File: src/rtl/rtc_data_sender.sv
// Reads the RTC clock/timer registers on each pre-refresh tick and
// streams them to the display interface over a valid/ready byte port.
module rtc_data_sender #(
  parameter logic [7:0] CLK_BASE = 8'h20,
  parameter logic [7:0] TMR_BASE = 8'h40
) (
  input  logic       clk,
  input  logic       reset,
  input  logic       tick,
  input  logic       temporizador,
  output logic       rd_en,
  output logic [7:0] rd_addr,
  input  logic [7:0] rd_data,
  output logic [7:0] dato_rtc,
  output logic [3:0] dato_idx,
  output logic       dato_valid,
  input  logic       dato_ready,
  output logic       busy,
  output logic       done,
  output logic       overrun
);

  typedef enum logic [2:0] {
    IDLE,
    READ,
    CAPT,
    SEND,
    DONE
  } state_t;

  state_t     state;
  state_t     state_d;
  logic [3:0] idx;
  logic [3:0] idx_d;
  logic [3:0] last;
  logic [3:0] last_d;
  logic [7:0] data_q;
  logic [7:0] data_d;
  logic       valid_q;
  logic       valid_d;
  logic [7:0] item_addr;

  always_ff @(posedge clk) begin
    if (reset) begin
      state   <= IDLE;
      idx     <= 4'd0;
      last    <= 4'd8;
      data_q  <= 8'd0;
      valid_q <= 1'b0;
    end else begin
      state   <= state_d;
      idx     <= idx_d;
      last    <= last_d;
      data_q  <= data_d;
      valid_q <= valid_d;
    end
  end

  always_comb begin
    state_d = state;
    idx_d   = idx;
    last_d  = last;
    data_d  = data_q;
    valid_d = valid_q;
    unique case (state)
      IDLE: begin
        if (tick) begin
          last_d  = temporizador ? 4'd12 : 4'd8;
          idx_d   = 4'd0;
          state_d = READ;
        end
      end
      READ: state_d = CAPT;
      CAPT: begin
        data_d  = rd_data;
        valid_d = 1'b1;
        state_d = SEND;
      end
      SEND: begin
        if (valid_q && dato_ready) begin
          valid_d = 1'b0;
          if (idx == last) begin
            state_d = DONE;
          end else begin
            idx_d   = idx + 4'd1;
            state_d = READ;
          end
        end
      end
      DONE: state_d = IDLE;
      default: state_d = IDLE;
    endcase
  end

  // Clock items sit at CLK_BASE+idx, timer items restart at TMR_BASE.
  always_comb begin
    if (idx <= 4'd8) begin
      item_addr = CLK_BASE + {4'd0, idx};
    end else begin
      item_addr = TMR_BASE + {4'd0, idx} - 8'd9;
    end
  end

  assign rd_en      = (state == READ);
  assign rd_addr    = (state == READ) ? item_addr : 8'd0;
  assign dato_rtc   = data_q;
  assign dato_idx   = idx;
  assign dato_valid = valid_q;
  assign busy       = (state != IDLE);
  assign done       = (state == DONE);
  assign overrun    = tick && busy;

endmodule
File: config.mk
export PLATFORM = sky130hd
export DESIGN_NAME = rtc_data_sender
export DESIGN_NICKNAME = d
export VERILOG_FILES = /design/src/rtl/rtc_data_sender.sv
export SDC_FILE = /design/constraint.sdc
export NUM_CORES = 1
export LEC_CHECK = 0
export ABC_CLOCK_PERIOD_IN_PS = 3750
export BUFFER_PORTS_ARGS = -buffer_cell sky130_fd_sc_hd__buf_4
export CORE_UTILIZATION = 49
export DETAILED_ROUTE_END_ITERATION = 7
export GPL_TIMING_DRIVEN = 0
export PLACE_DENSITY = 0.82
export SYNTH_ARGS = -nofsm -noshare
export SYNTH_HDL_FRONTEND = slang
export SYNTH_SLANG_ARGS = --single-unit
File: constraint.sdc
create_clock -name clk -period 3.75 [get_ports clk]
set_clock_uncertainty 0.2 [all_clocks]
set_input_delay 0.75 -clock clk [delete_from_list [all_inputs] [get_ports clk]]
set_output_delay 0.75 -clock clk [all_outputs]
set_load 0.02 [all_outputs]
; After elaboration in Yosys (flattened, before gate mapping)
; Index checks and enable logic that the tools add are counted.
[totals]
reg_bits = 20
in_bits = 13
out_inout_bits = 25
word_cells = 41
[op_classes]
n_addsub = 4
n_lt_le_gt_ge = 1
eq_ne = 8
mux = 13
n_reduce_logical = 10
[op_table]
columns = operator, count
row1 = two-way mux 8 bit, 2
row2 = two-way mux 3 bit, 4
row3 = two-way mux 4 bit, 3
row4 = case mux 3 bit (4 select lines), 1
row5 = "adder 7 x 4 -> 8 bit, first input constant", 1
row6 = case mux 4 bit (2 select lines), 1
row7 = "subtractor 8 x 4 -> 8 bit, second input constant", 1
row8 = "adder 6 x 4 -> 7 bit, first input constant", 1
row9 = "== test 3 x 2 -> 1 bit, second input constant", 2
row10 = "inequality test 2 bit, second input constant", 3
row11 = AND reduction 2 bit, 3
row12 = "adder 4 x 1 -> 4 bit, second input constant", 1
row13 = == test 4 bit, 1
row14 = "<= comparator 4 bit, second input constant", 1
row15 = AND reduction 4 bit, 1
row16 = nonzero test 2 bit, 2
row17 = "== test 3 x 1 -> 1 bit, second input constant", 1
row18 = "== test 3 bit, second input constant", 1
row19 = logical NOT 3 bit, 1
row20 = nonzero test 3 bit, 1
row21 = logical AND 1 bit, 2
row22 = case mux 1 bit (2 select lines), 1
row23 = two-way mux 1 bit, 1

; Depth between registers and ports, before layout
; Gate-level depths: netlist of the first run.
[depth]
ltp_word = 4
depth_mapped = 6
depth_no_buf = 6

; Worst setup path before layout of the first run
; No wires, ideal clock.
[synth_timing]
path_kind = register -> output
startpoint = reg idx[0], in the netlist dato_idx[0]
endpoint = out rd_addr[1]
arrival_ps = 1789
required_ps = 2800
slack_ps = 1011
path_stages_with_launch = 7
n_path_buf = 0
path_cell_list = dfxtp_1 inv_1 ha_1 inv_1 o21ai_0 mux2_2 nor2_1
[synth_between]
elab_chain_len = 4
word_cells_on_any_way = 6
classes_between = add/sub (3) / order compare (1) / mux (2)
[synth_lines]
columns = item, line_no
row1 = "start, declared", 33  ; logic [3:0] idx;
row2 = "start signal, assigned", 52  ; idx <= idx_d;
row3 = adder 7 x 4 -> 8 bit, 100  ; item_addr = TMR_BASE + {4'd0, idx} - 8'd9;
row4 = subtractor 8 x 4 -> 8 bit, 100
row5 = two-way mux 8 bit (*), 97  ; if (idx <= 4'd8) begin
row6 = two-way mux 8 bit (*), 105  ; assign rd_addr = (state == READ) ? item_addr : 8'd0;
row7 = "end, declared", 12  ; output logic [7:0] rd_addr,
; Mark *: on every way between the ends. The rest lies on a longest branch, timed or not.

; Worst setup path in the final report of the first run
; Same ends and word-level chain as after synthesis.

==> impl_metrics.toml, run 1 <==
[setup_path]
required_ns = 2.80
slowest_stage = "mux2_2"
path_buf_inv = 3
critPathMaxStageDelay_ns = 0.39
arrival_ns = 2.14
path_cells = "inv_1 -> ha_1 -> inv_1 -> o21ai_0 -> mux2_2 -> nor2_1 -> buf_4"
startpoint_type = "flip-flop"
critPathTopFamily = "multiplexers"
crit_type = "reg2out"
worst_setup_path_end_kind = "output port"
cp_common_cell = "inv_1"
crit_fanout = 7

[global_routing]
grt.total_usage_pct = 21.4
grt_max_degree = 11
grt_pass1_wl_um = 3070
grt-ovfl-total = 0
grt_pass1_vias = 695
grt_antenna_before_repair = 0

[layout]
layout_common_cells = "36 x buf_4, 17 x dfxtp_1, 16 x nor2_1"
synthToLayoutAreaGrowth_pct = 35.3
fin_area_mm2 = 0.00117
layout_commonest_cell = "buf_4"
nets = 160
fin_cells = 160
antenna_cells = 0
drive_above_1_share_pct = 31.3

[worst_hold_path]
hp-class = "reg2reg"

[sta]
maxSlewViolCount = 0
finalCritPeriodShare_pct = 82.3
fin_setup_tns_ns = 0
worst_slack_ns = 0.665
finalCriticalPeriod_ns = 3.09
fmax_mhz = 324
hold_violations = 0
setup_violations = 0
rsz0062_at_grt = "false"
whs_ns = 0.275

[clock_tree]
cts-htree-levels = 1
cts.reportedPaths.clkPinSlew_ns = 0.10
cts.sinks = 17
clock_path_buffers = 2
cts_resized = 0
clkLatencyLatePin_ns = 0.29
post-cts-setup-buffer-count = 0
cts_hold_buf = 0
cts_tree = "done"
numCtsBuffers = 3
cts.root.buffer_cell = "clkbuf_4"

[yosys]
ys_ff_latch = 17
synth_cell_types = 31
synth_compound_area_share_pct = 10.5
yosysSeqAreaShare_pct = 39.3
synth-adder-area-share_pct = 2.89
synthMuxAreaShare_pct = 12.3
synth_top_family_by_area = "simple AND/OR/NAND/NOR gates"
netlist_area_um2 = 866
synth_warnings = 0
synth_cells = 105
synth-xor-area-share_pct = 2.02
ys_top_cells_by_area = "dfxtp_1 39%, mux2i_1 9.2%, nor2_1 6.9%"
synthSimpleGateAreaFrac_pct = 25.3
yosysTopAreaCellShare_pct = 39.3
yosysTopAreaCell = "dfxtp_1"
postSynthAreaPerCell_um2 = 8.25

[floorplan]
core_mm2 = 0.00158
die_x_um = 44.0
start_util_pct = 54.9
ios = 38
rows = 14
die_y_um = 44.0
dieArea_mm2 = 0.00194

[placement]
dpl-instance-area_mm2 = 0.00114
dp_hpwl_um = 1480
dp_slack_ns = 1.01
portBuffers = 34
dpl.cell_count = 156
routabilityCongestion = 0.831

[drt]
drtAntennaViolNets = 0
drtIter0Drc = 5
viasPerCell = 5.22
vias = 835
routed_wirelength_um = 1910
drc = 0
drt_pass1_iterations = 5
routedWlPerCell_um = 12.0

[status]
status = "finished, final reports clean"

[flow_run]
drv_cap = 0

[pwr]
p_per_area_mw_per_mm2 = 318
p_leak_uw = 0.000531
peakVddDrop_mv = 0.285
-- flip-flops by register name, summed over array words and instances, names as in the netlist --
signal	cells
state	3
last	1
dato_valid	1
dato_rtc	8
dato_idx	4
-- power breakdown --
group	switching (µW)	internal, µW	leakage (µW)
Sequential	7.22	189	0.000138
Clock	57.4	41.4	0.0000150
Combinational	42.1	34.9	0.000378
Total	107	265	0.000531
-- logic make-up after synthesis --
group,count (synthesis)
simple gates,45
flops,17
compound gates,14
buf+inv,14
mux,10
fa+ha+maj,2
xor+xnor,2
other cells,1
-- per-layer routing --
layer  share of wire (%)  vias to the layer above  global-route usage (%)
met5                   0                        -                       0
met4                 1.7                        0                    9.09
met3                 3.9                        4                    3.67
met2                  47                       19                    35.0
met1                  47                      382                    27.9
li1                    -                      430                       -
-- stage by stage --
step           utilization [%]  total power, µW
6_report                  74.3              372
5_1_grt                   74.3              389
4_1_cts                   74.3              372
3_5_place_dp              72.6              277
3_3_place_gp              72.6              275
2_1_floorplan                -              245
-- final timing paths --
| kind | from | end | slack [ns] | depth (start not counted) |
|---|---|---|---|---|
| worst max-delay path | dato_idx[0] | rd_addr[1] | 0.66 | 7 |
| worst min-delay path | last[2] | last[2] | 0.27 | 2 |
| worst max register to register | dato_idx[0] | dato_idx[2] | 1.79 | 5 |
| worst min register to register | last[2] | last[2] | 0.27 | 2 |
-- synth_stat cells --
cell type	instances
nand4_1	1
o21bai_1	1
o21ai_1	1
ha_1	2
and4b_1	1
inv_1	7
and3_1	1
dfxtp_1	17
nand2_1	8
conb_1	1
a31o_2	1
xnor2_1	2
nor4_1	4
mux2_2	1
a311o_1	1
clkbuf_1	2
a21oi_1	8
and2_1	4
nand3_1	4
mux2_4	1
buf_2	2
or3_1	1
nor3_1	3
nor2_1	16
nand3b_1	1
buf_1	1
o21ai_0	1
mux2i_1	8
buf_4	2
a311oi_2	1
nor3b_1	1
-- layout make-up --
cell class	count	area (µm²)
inverters	7	26.3
plain buffers	7	36.3
repair buffers	34	255
flip-flops and latches	17	340
well taps	16	20.0
fillers	133	405
clock buffers	4	26.3
multi-input cells	75	467
-- worst register-to-register path, delay by kind of cell, from the launching register on --
family | cells | cell delay [ns]
buf+inv | 1 | 0.12
mux | 1 | 0.31
compound gates | 2 | 0.49
fa+ha+maj | 1 | 0.30
flops | 1 | 0.45
Note: power is estimated with default switching activity, not from simulation.
==> run 2, diff against run 1 <==
ABC_CLOCK_PERIOD_IN_PS = 2600   (was 3750)
CORE_UTILIZATION = 41   (was 49)
PLACE_DENSITY = 0.74   (was 0.82)
clock period = 2.6 ns   (was 3.75 ns; I/O delays follow)
==> impl_metrics.toml, run 2 (same netlist as run 1, synthesis figures left out) <==
[status]
status = "finished, final reports clean"

[setup_path]
slowest_stage = "dfxtp_2"
worst_setup_path_end_kind = "output port"
path_buf_inv = 3
critPathMaxStageDelay_ns = 0.36
crit_type = "reg2out"
crit_fanout = 7
required_ns = 1.88
startpoint_type = "flip-flop"
critPathTopFamily = "flip-flops"
path_cells = "inv_2 -> ha_4 -> inv_1 -> o21ai_2 -> mux2_2 -> nor2_1 -> buf_4"
arrival_ns = 1.74

[sta]
finalCritPeriodShare_pct = 94.6
worst_slack_ns = 0.141
maxSlewViolCount = 0
finalCriticalPeriod_ns = 2.46
hold_violations = 0
fmax_mhz = 407
setup_violations = 0

[global_routing]
grt_max_degree = 11
grt_antenna_before_repair = 0
grt-ovfl-total = 0
grt_pass1_vias = 700
grt_pass1_wl_um = 2840
grt.total_usage_pct = 18.1

[clock_tree]
numCtsBuffers = 3
cts-htree-levels = 1
cts_resized = 3
cts_hold_buf = 0
post-cts-setup-buffer-count = 0
cts.reportedPaths.clkPinSlew_ns = 0.10
cts.sinks = 17
cts_tree = "done"
cts.root.buffer_cell = "clkbuf_4"
clkLatencyLatePin_ns = 0.29
clock_path_buffers = 2

[drt]
routedWlPerCell_um = 10.6
vias = 830
drtIter0Drc = 6
drt_pass1_iterations = 4
drtAntennaViolNets = 0
drc = 0
viasPerCell = 4.85
routed_wirelength_um = 1810

[placement]
routabilityCongestion = 0.761
dpl-instance-area_mm2 = 0.00116
portBuffers = 34
dp_slack_ns = 0.111
dpl.cell_count = 167
dp_hpwl_um = 1380

[layout]
largest_reg_flops = 8
nets = 160
layout_commonest_cell = "buf_4"
drive_above_1_share_pct = 34.7
synthToLayoutAreaGrowth_pct = 39.0
fin_area_mm2 = 0.00120
antenna_cells = 0
fillers = 197
fin_cells = 171
layout_common_cells = "36 x buf_4, 16 x nor2_1, 15 x dfxtp_1"

[pwr]
seq_power_share_pct = 53.2
power.internal_uw = 383
p_leak_uw = 0.000534
sw_frac_of_total_pct = 27.9
p_per_area_mw_per_mm2 = 441
peakVddDrop_mv = 0.295
comb_power_share_pct = 20.7
clkPwrFrac_pct = 26.1
switchingPower_uw = 148

[floorplan]
dieArea_mm2 = 0.00230
rows = 16
die_x_um = 48.0
start_util_pct = 43.7
core_mm2 = 0.00198
die_y_um = 48.0
ios = 38

[worst_hold_path]
hp-class = "in2reg"

[flow_run]
drv_cap = 0
-- run 2: path summary, 6_finish.rpt --
check | from | endpoint | slack [ns] | cells after the start
worst max-delay path | dato_idx[0] | rd_addr[1] | 0.14 | 7
worst min-delay path | rd_data[2] | dato_rtc[2] | 0.27 | 3
worst max register to register | dato_idx[2] | dato_idx[2] | 0.84 | 4
worst min register to register | last[2] | last[2] | 0.27 | 2
-- run 2: worst min-delay path: cells and delay by family --
family,cells,cell delay [ns]
simple gates,1,0.07
mux,1,0.05
buf+inv,1,0.07
-- run 2: power by group through the flow --
| stage | Combinational [µW] | Sequential (µW) | Clock [µW] |
|---|---|---|---|
| finish | 110 | 282 | 138 |
| global route | 123 | 285 | 156 |
| detailed placement | 110 | 288 | 0 |
| floorplan | 56.7 | 297 | 0 |
| CTS | 111 | 282 | 144 |
| global placement | 109 | 288 | 0 |
-- run 2: final cells by class --
| class | instances | area, µm² | area share [%] |
|---|---|---|---|
| multi-input combinational | 75 | 483 | 40.1 |
| sequential | 17 | 343 | 28.5 |
| timing repair buffer | 34 | 255 | 21.2 |
| buffer | 7 | 36.3 | 3.01 |
| tap | 27 | 33.8 | 2.81 |
| clock buffer | 4 | 26.3 | 2.18 |
| inverter | 7 | 26.3 | 2.18 |
-- run 2: metrics by stage --
stage	TNS (ns)	utilization [%]	total power (µW)	hold WS (ns)
floorplan	0	-	354	0.249
global placement	0	58.5	396	0.257
detailed placement	0	58.5	399	0.265
CTS	0	60.1	537	0.260
global route	-0.00537	60.7	564	0.263
finish	0	60.7	531	0.266
-- run 2: layer usage --
metal	track usage, %	up-vias	share of wire [%]
li1	-	436	-
met1	21.9	362	43
met2	28.9	28	50
met3	4.91	4	5.4
met4	10.0	0	1.3
met5	0	-	0
